[src/rtl/mskaes_ks_round_ctrl.sv]
// Round sequencer for the masked AES-128 key schedule.
// Loads the cipher key sharing and launches the masked S-box on RotWord once
// per round. It steers the rcon sharing generator through rcon_rst,
// rcon_update and rcon_mask, and presents each round key 0..NROUNDS on a
// valid/ready handshake.
// Optional feature: define MSKAES_KS_ABORT_EN to add a synchronous abort input.
//
// Handshake semantics: a transfer happens in a cycle where valid and ready are
// both high. in_valid/in_ready transfer a cipher key into the controller.
// out_valid/out_ready transfer the current round key to the consumer.
// Once out_valid is high it stays high until the transfer happens, and the
// round key does not change while it waits.
// Ready never depends combinationally on valid.
module mskaes_ks_round_ctrl #(
    parameter int d        = 2,
    parameter int SBOX_LAT = 4,
    parameter int NROUNDS  = 10
) (
    input  logic       clk,
    input  logic       rst,
    input  logic       in_valid,
    output logic       in_ready,
    output logic       key_load,
    output logic       sbox_start,
    output logic       key_upd,
    output logic       rcon_rst,
    output logic       rcon_update,
    output logic       rcon_mask,
    output logic [3:0] round,
    output logic       last_round,
    output logic       out_valid,
`ifdef MSKAES_KS_ABORT_EN
    input  logic       abort,
`endif
    input  logic       out_ready
);

    localparam int CW = (SBOX_LAT > 1) ? $clog2(SBOX_LAT) : 1;
    localparam logic [CW-1:0] CNT_LAST = CW'(SBOX_LAT - 1);
    localparam logic [3:0]    ROUND_LAST = 4'(NROUNDS);

    if (SBOX_LAT < 1 || d < 1) begin : g_bad_params
        $error("mskaes_ks_round_ctrl: SBOX_LAT and d must be >= 1");
    end

    typedef enum logic [1:0] {IDLE, LOAD, PRESENT, SBOX} state_t;

    state_t        state, state_nxt;
    logic [CW-1:0] cnt, cnt_nxt;
    logic [3:0]    round_nxt;
    logic          rst_flag;
    logic          abort_act;

`ifdef MSKAES_KS_ABORT_EN
    assign abort_act = abort && (state != IDLE);
`else
    assign abort_act = 1'b0;
`endif

    assign last_round = (round == ROUND_LAST);

    // State, wait counter and round index; rst_flag keeps rcon_rst high for
    // the first cycle after reset is released.
    always_ff @(posedge clk or posedge rst) begin
        if (rst) begin
            state    <= IDLE;
            cnt      <= '0;
            round    <= 4'd0;
            rst_flag <= 1'b1;
        end else begin
            state    <= state_nxt;
            cnt      <= cnt_nxt;
            round    <= round_nxt;
            rst_flag <= 1'b0;
        end
    end

    // Next-state and output decode from registered state only; out_ready only
    // steers the next state.
    always_comb begin
        state_nxt   = state;
        cnt_nxt     = cnt;
        round_nxt   = round;
        in_ready    = 1'b0;
        key_load    = 1'b0;
        sbox_start  = 1'b0;
        key_upd     = 1'b0;
        rcon_rst    = rst_flag;
        rcon_update = 1'b0;
        rcon_mask   = 1'b0;
        out_valid   = 1'b0;
        case (state)
            IDLE: begin
                in_ready = 1'b1;
                if (in_valid) state_nxt = LOAD;
            end
            LOAD: begin
                key_load  = 1'b1;
                rcon_rst  = 1'b1;
                round_nxt = 4'd0;
                state_nxt = PRESENT;
            end
            PRESENT: begin
                out_valid = 1'b1;
                if (out_ready) begin
                    if (last_round) begin
                        state_nxt = IDLE;
                    end else begin
                        state_nxt = SBOX;
                        cnt_nxt   = '0;
                    end
                end
            end
            SBOX: begin
                sbox_start = (cnt == '0);
                cnt_nxt    = cnt + CW'(1);
                if (cnt == CNT_LAST) begin
                    // The current rcon is XORed in now; the generator
                    // advances to the next rcon on this same edge.
                    key_upd     = 1'b1;
                    rcon_mask   = 1'b1;
                    rcon_update = 1'b1;
                    if (!last_round) round_nxt = round + 4'd1;
                    state_nxt   = PRESENT;
                end
            end
            default: state_nxt = IDLE;
        endcase
        // Abort wins over every transition, including the key update cycle.
        if (abort_act) begin
            state_nxt   = IDLE;
            round_nxt   = round;
            key_upd     = 1'b0;
            sbox_start  = 1'b0;
            rcon_update = 1'b0;
            rcon_mask   = 1'b0;
            rcon_rst    = 1'b1;
        end
    end

endmodule

[config.mk]
export PLATFORM = sky130hd
export DESIGN_NAME = mskaes_ks_round_ctrl
export DESIGN_NICKNAME = d
export VERILOG_FILES = /design/src/rtl/mskaes_ks_round_ctrl.sv
export SDC_FILE = /design/constraint.sdc
export NUM_CORES = 1
export LEC_CHECK = 0
export CORE_AREA = 3 3 40 42
export DETAILED_ROUTE_END_ITERATION = 12
export DIE_AREA = 0 0 43 45
export PLACE_DENSITY = 0.71
export SYNTH_ARGS = -nofsm -noshare
export SYNTH_HDL_FRONTEND = slang
export SYNTH_SLANG_ARGS = --single-unit
[constraint.sdc]
create_clock -name clk -period 3.23 [get_ports clk]
set_input_delay 0.4845 -clock clk [delete_from_list [all_inputs] [get_ports clk]]
set_output_delay 0.4845 -clock clk [all_outputs]
set_load 0.03 [all_outputs]
==> out/metrics.csv, run 1 <==
metric;value;unit
routed_wl;1.11;mm
fmax;421;MHz
skew;0.000418;ns
ctsResizeCount;0;
post_synth_num_cell_types;28;
fill_cells;114;
crit_fanout;6;
finalCritPeriodShare;0.736;
dpl.cell_count;86;
seqCellArea;226;um^2
synthArstFlopShare;1.00;
routabilityCongestion;0.696;
p_sw_frac;0.440;
route.detailed.drc;0;
antenna_found_initial;0;
yosys_most_used_dff;dfrtp_1;
power_frac_clock;0.129;
cts_tree;yes;
diodes;0;
cellPowerDensity;870;nW/um^2
die_area;1940;um^2
timing.rr.start;round[0]$_DFFE_PP0P_;
dr.first_iter.drc_count;2;
ios;17;
routedWlPerCell;12.3;um
ys_ff_latch;9;
die_x;43;um
critical_path_class;reg -> out;
synth.cell_area;581;um^2
start_kind;flip-flop;
drv_cap;0;
fin_crit;2.38;ns
groute.usage.overall;0.140;
multiInputGateArea;300;um^2
power_frac_comb;0.558;
cts_hold_buf;0;
dr.pass1.iters;2;
slew_violations;0;
synth_edf_count;0;
fin_nets;84;
cts_max_level;1;
yosysTopAreaCell;dfrtp_1;
synthTopCellsByArea;dfrtp_1 (34%), ha_1 (8.6%), nor4b_2 (5.2%);
clock_latency;0.26;ns
yosysMostFrequentCell;dfrtp_1;
power.net_switching;291;uW
syn_area_per_cell;9.84;um^2
end_kind;output port;
r2r_slack;1.78;ns
setup_viol;0;
postRouteAntennaNets;0;
leakagePower;0.356;nW
ys_seq_area_frac;0.390;
initial_core_util;0.452;
cts-root-buf;clkbuf_4;
cts_sinks;9;
setup_tns;0;ns
grt.overflow.total;0;
cts_setup_buffers;0;
clockBufferDepth;2;
rsz0062_at_grt;false;
coreArea;1280;um^2
crit_start;round[0]$_DFFE_PP0P_;
portBuffers;16;
synthTopCellsByCount;dfrtp_1 (8), inv_1 (6), nand2_1 (5);
grt_pass1_wl;1.95;mm
stdcell_count;90;
grt_max_degree;13;
drive_gt1_frac;0.133;
yosysTopAreaCellShare;0.345;
die_y;45;um
syn2layout_area_growth;31.0;%
vias_per_cell;5.24;
synthCells;59;
synth_nets;67;
arrival;1.89;ns
required;2.75;ns
hpwl;832;um
p_int;371;uW
routed-via-count;472;
seq_power_share;0.313;
clkTransAtPathRegs;0.06;ns
grt_pass1_vias;479;
design_area;761;um^2
numCtsBuffers;3;
yosys_warnings;0;
min_path_type;in -> async;
ir_drop;0.427;mV
status;complete, no violations;
placed_area;734;um^2
hold_viol;0;
rows;13;
## power by group through the flow
stage / clock [mW] / combinational (mW) / sequential, mW
final: 0.0855 / 0.369 / 0.207
after global routing: 0.0999 / 0.403 / 0.216
after CTS: 0.0899 / 0.375 / 0.208
after detailed placement: 0 / 0.373 / 0.210
after global placement: 0 / 0.366 / 0.208
after floorplan: 0 / 0.252 / 0.216
## routing by layer
| metal | up-vias | wire (um) | global-route usage |
|---|---|---|---|
| li1 | 236 | - | - |
| met1 | 218 | 518 | 0.171 |
| met2 | 13 | 495 | 0.210 |
| met3 | 5 | 53 | 0.0279 |
| met4 | 0 | 40 | 0.127 |
| met5 | - | 0 | 0 |
## logic make-up (layout without fill, tap and decap cells)
family	Yosys count	in the layout	share of synthesized area
and+or+nand+nor	24	24	0.276
muxes	1	1	0.0172
adders and majority gates	4	4	0.0862
AOI/OAI and AO/OA	9	9	0.131
DFF	9	9	0.390
buffers and inverters	11	27	0.0927
other	1	1	0.00646
## state kept, by name (all words and copies together) (netlist names)
signal / flops
cnt: 2
round: 4
rst_flag: 1
state: 2
## final cells by class
| cell class | instances | share of cell area |
|---|---|---|
| Clock buffer | 4 | 0.0345 |
| Multi-Input combinational cell | 39 | 0.395 |
| Inverter | 7 | 0.0378 |
| Timing Repair Buffer | 16 | 0.211 |
| Tap cell | 15 | 0.0247 |
| Sequential cell | 9 | 0.298 |
## placed cells by master, fill, tap and decap left out
cell type	synthesis	layout
nand3b_4	1	1
a21o_1	1	1
and2b_1	1	1
ha_1	4	4
a32o_1	1	1
clkbuf_1	0	1
conb_1	1	1
mux2i_1	1	1
a22o_1	1	1
a311o_1	2	2
inv_1	6	6
nor4b_2	2	2
a21oi_1	1	1
and3_1	2	2
nand4_1	1	1
nand2_1	5	5
nand3_1	2	2
nand4b_1	1	1
inv_4	1	1
or2_2	2	2
dfrtp_1	8	8
o21a_1	1	1
clkbuf_4	0	3
clkdlybuf4s50_1	0	16
dfstp_2	1	1
nor2_1	4	4
o2bb2ai_1	2	2
nor2b_1	2	2
or3_1	1	1
## final timing paths
kind / to / depth (start not counted)
setup / recovery: last_round / 5
hold / removal: state[0]$_DFFE_PP0P_ / 2
setup reg to reg: round[0]$_DFFE_PP0P_ / 6
hold reg to reg: cnt[1]$_DFFE_PP0P_ / 1
max in group asynchronous: rst_flag$_DFF_PP1_ / 2
min in group clk: cnt[1]$_DFFE_PP0P_ / 1
## worst max-delay path: stages (launching register included)
cell and delay, ns:
dfrtp_1 0.44, inv_1 0.11, ha_1 0.20, nand3b_4 0.11
inv_4 0.10, clkdlybuf4s50_1 0.67
## per-stage QoR
stage	total power, mW	hold WS, ns	util	setup slack [ns]
floorplan	0.469	0.312	-	1.47
global placement	0.574	0.514	0.572	1.15
detailed placement	0.583	0.517	0.572	1.12
CTS	0.672	0.482	0.592	0.831
global route	0.719	0.507	0.592	0.731
finish	0.662	0.479	0.592	0.854
Power figures use the tool's default switching activity.
==> inputs of run 2 (changes only) <==
--- a/config.mk
+++ b/config.mk
@@ -5,9 +5,9 @@
 export SDC_FILE = /design/constraint.sdc
 export NUM_CORES = 1
 export LEC_CHECK = 0
-export CORE_AREA = 3 3 40 42
+export CORE_MARGIN = 3
+export CORE_UTILIZATION = 44
 export DETAILED_ROUTE_END_ITERATION = 12
-export DIE_AREA = 0 0 43 45
 export PLACE_DENSITY = 0.71
 export SYNTH_ARGS = -nofsm -noshare
 export SYNTH_HDL_FRONTEND = slang
==> constraint.sdc (replaced) <==
create_clock -name clk -period 2.2 [get_ports clk]
set_input_delay 0.33 -clock clk [delete_from_list [all_inputs] [get_ports clk]]
set_output_delay 0.33 -clock clk [all_outputs]
set_load 0.03 [all_outputs]
==> out/metrics.csv, run 2 (synthesis gave the netlist of run 1 again) <==
metric;value;unit;change
routabilityCongestion;0.704;;+1.0%
hold-worst-slack;0.330;ns;-0.149 ns
grt_pass1_wl;1.95;mm;-0.36%
skew;0.00127;ns;+0.000856 ns
grt.overflow.total;0;;unchanged
portBuffers;16;;unchanged
min_path_type;in -> async;;
drive_gt1_frac;0.145;;+0.0114
grt_pass1_vias;460;;-4.0%
cts_sinks;9;;unchanged
largest_reg_flops;4;;unchanged
seq_power_share;0.299;;-0.014
power_frac_clock;0.134;;+0.005
p_sw_frac;0.440;;+0.000720
fin_crit;2.10;ns;
cellPowerDensity;1270;nW/um^2;+46%
die_y;42.3;um;-5.9%
final_common_cell;clkdlybuf4s50_1;;
clkTransAtPathRegs;0.06;ns;about the same
crit_path_top_delay_cell;clkdlybuf4s50_1;;
ir_drop;0.696;mV;+63%
p_int;552;uW;+49%
groute.usage.overall;0.147;;+0.00619
cts_max_level;1;;unchanged
setup_viol;0;;unchanged
coreArea;1170;um^2;-8.9%
die_area;1790;um^2;-7.4%
start_kind;flip-flop;;
rsz0062_at_grt;false;;
grt.met1_usage;0.187;;+0.0161
initial_core_util;0.496;;+0.0439
status;complete, no violations;;
hold_viol;0;;unchanged
regMostFlops;round;;
grt_use_met2;0.207;;-0.00289
final_util;0.662;;+0.0704
end_kind;output port;;
syn2layout_area_growth;33.6;%;
die_x;42.3;um;-1.6%
leakagePower;0.426;nW;+20%
dr.first_iter.drc_count;5;;+3
cts_tree;yes;;
ios;17;;unchanged
fin_nets;85;;+1.2%
vias_per_cell;5.50;;+4.9%
met3_usage;0.0386;;+0.0107
clockBufferDepth;2;;unchanged
mostFrequentLayoutCells;clkdlybuf4s50_1 (11), dfrtp_1 (8), inv_1 (6);;
routedWlPerCell;12.7;um;+3.0%
required;1.87;ns;-0.88 ns
fmax;476;MHz;
arrival;1.77;ns;-0.12 ns
crit_family;buffers and inverters;;
setup_tns;0;ns;unchanged
finalCritPeriodShare;0.954;;
crit_chain;buf_4 > nor2b_1 > clkdlybuf4s50_1;;
rows;12;;-1
critical_path_class;reg -> out;;
hpwl;850;um;+2.2%
routed-via-count;495;;+4.9%
route.detailed.drc;0;;unchanged
routed_wl;1.14;mm;+3.0%
slowest_delay;0.69;ns;+0.02 ns
cts-root-buf;clkbuf_4;;
grt_max_degree;13;;unchanged
slew_violations;0;;unchanged
crit_fanout;8;;+2
critPathBufInv;2;;-1
grt_busiest_layer;met2;;
dr.pass1.iters;4;;+2
power.net_switching;434;uW;+49%
fill_cells;97;;-15%
diodes;0;;unchanged
numCtsBuffers;3;;unchanged
clock_latency;0.27;ns;about the same
power_frac_comb;0.567;;+0.009
r2r_slack;0.76;ns;-1.02 ns
antenna_found_initial;0;;unchanged
postRouteAntennaNets;0;;unchanged
cts_setup_buffers;0;;unchanged
top_regs;round (4), cnt (2), state (2);;
reg2reg_depth;6;;unchanged
timing.rr.start;round[0]$_DFFE_PP0P_;;
drv_cap;0;;unchanged
timing.rr.end;cnt[1]$_DFFE_PP0P_;;
==> run 2: layout make-up <==
class,count,area [um^2],area share
Multi-Input combinational cell,39,300,0.387
Sequential cell,9,226,0.292
Timing Repair Buffer,17,176,0.227
Inverter,7,28.8,0.0371
Clock buffer,4,26.3,0.0339
Tap cell,14,17.5,0.0226
==> run 2: per-stage QoR <==
| stage | worst slack [ns] | power [mW] | std cells | instance area (um^2) |
|---|---|---|---|---|
| 6_report | 0.101 | 0.986 | 90 | 776 |
| 4_1_cts | 0.0119 | 0.998 | 90 | 766 |
| 3_5_place_dp | 0.256 | 0.866 | 86 | 741 |
| 3_3_place_gp | 0.260 | 0.856 | 86 | 741 |
| 2_1_floorplan | 0.597 | 0.688 | 59 | 581 |
| 5_1_grt | 0.00691 | 1.05 | 90 | 776 |
==> run 2: worst max path at each step <==
stage / from / end / slack, ns / cells past startpoint
6_report: state[0]$_DFFE_PP0P_ / out_valid / 0.10 / 3
5_1_grt: state[0]$_DFFE_PP0P_ / out_valid / 0.007 / 3
4_1_cts: cnt[0]$_DFFE_PP0P_ / rcon_mask / 0.01 / 3
3_5_place_dp: round[0]$_DFFE_PP0P_ / last_round / 0.26 / 5
3_3_place_gp: round[0]$_DFFE_PP0P_ / last_round / 0.26 / 5
2_1_floorplan: state[1]$_DFFE_PP0P_ / rcon_rst / 0.60 / 3
==> run 2: power by group through the flow <==
stage | clock network [mW] | logic, mW | registers [mW]
global placement | 0 | 0.558 | 0.298
global route | 0.143 | 0.601 | 0.309
floorplan | 0 | 0.371 | 0.318
detailed placement | 0 | 0.567 | 0.299
finish | 0.132 | 0.559 | 0.295
CTS | 0.135 | 0.568 | 0.296
==> run 2: timing repair <==
item	in CTS	in global routing
gates resized for setup	1	4
hold buffers	0	0
cloned	0	0
setup endpoints to repair	1	4
hold endpoints to repair	0	0
==> run 2: metal layers <==
metal  part of all wire  up-vias
met1               0.49      240
li1                   -      235
met2               0.41       15
met3              0.067        5
met5                  0        -
met4              0.035        0
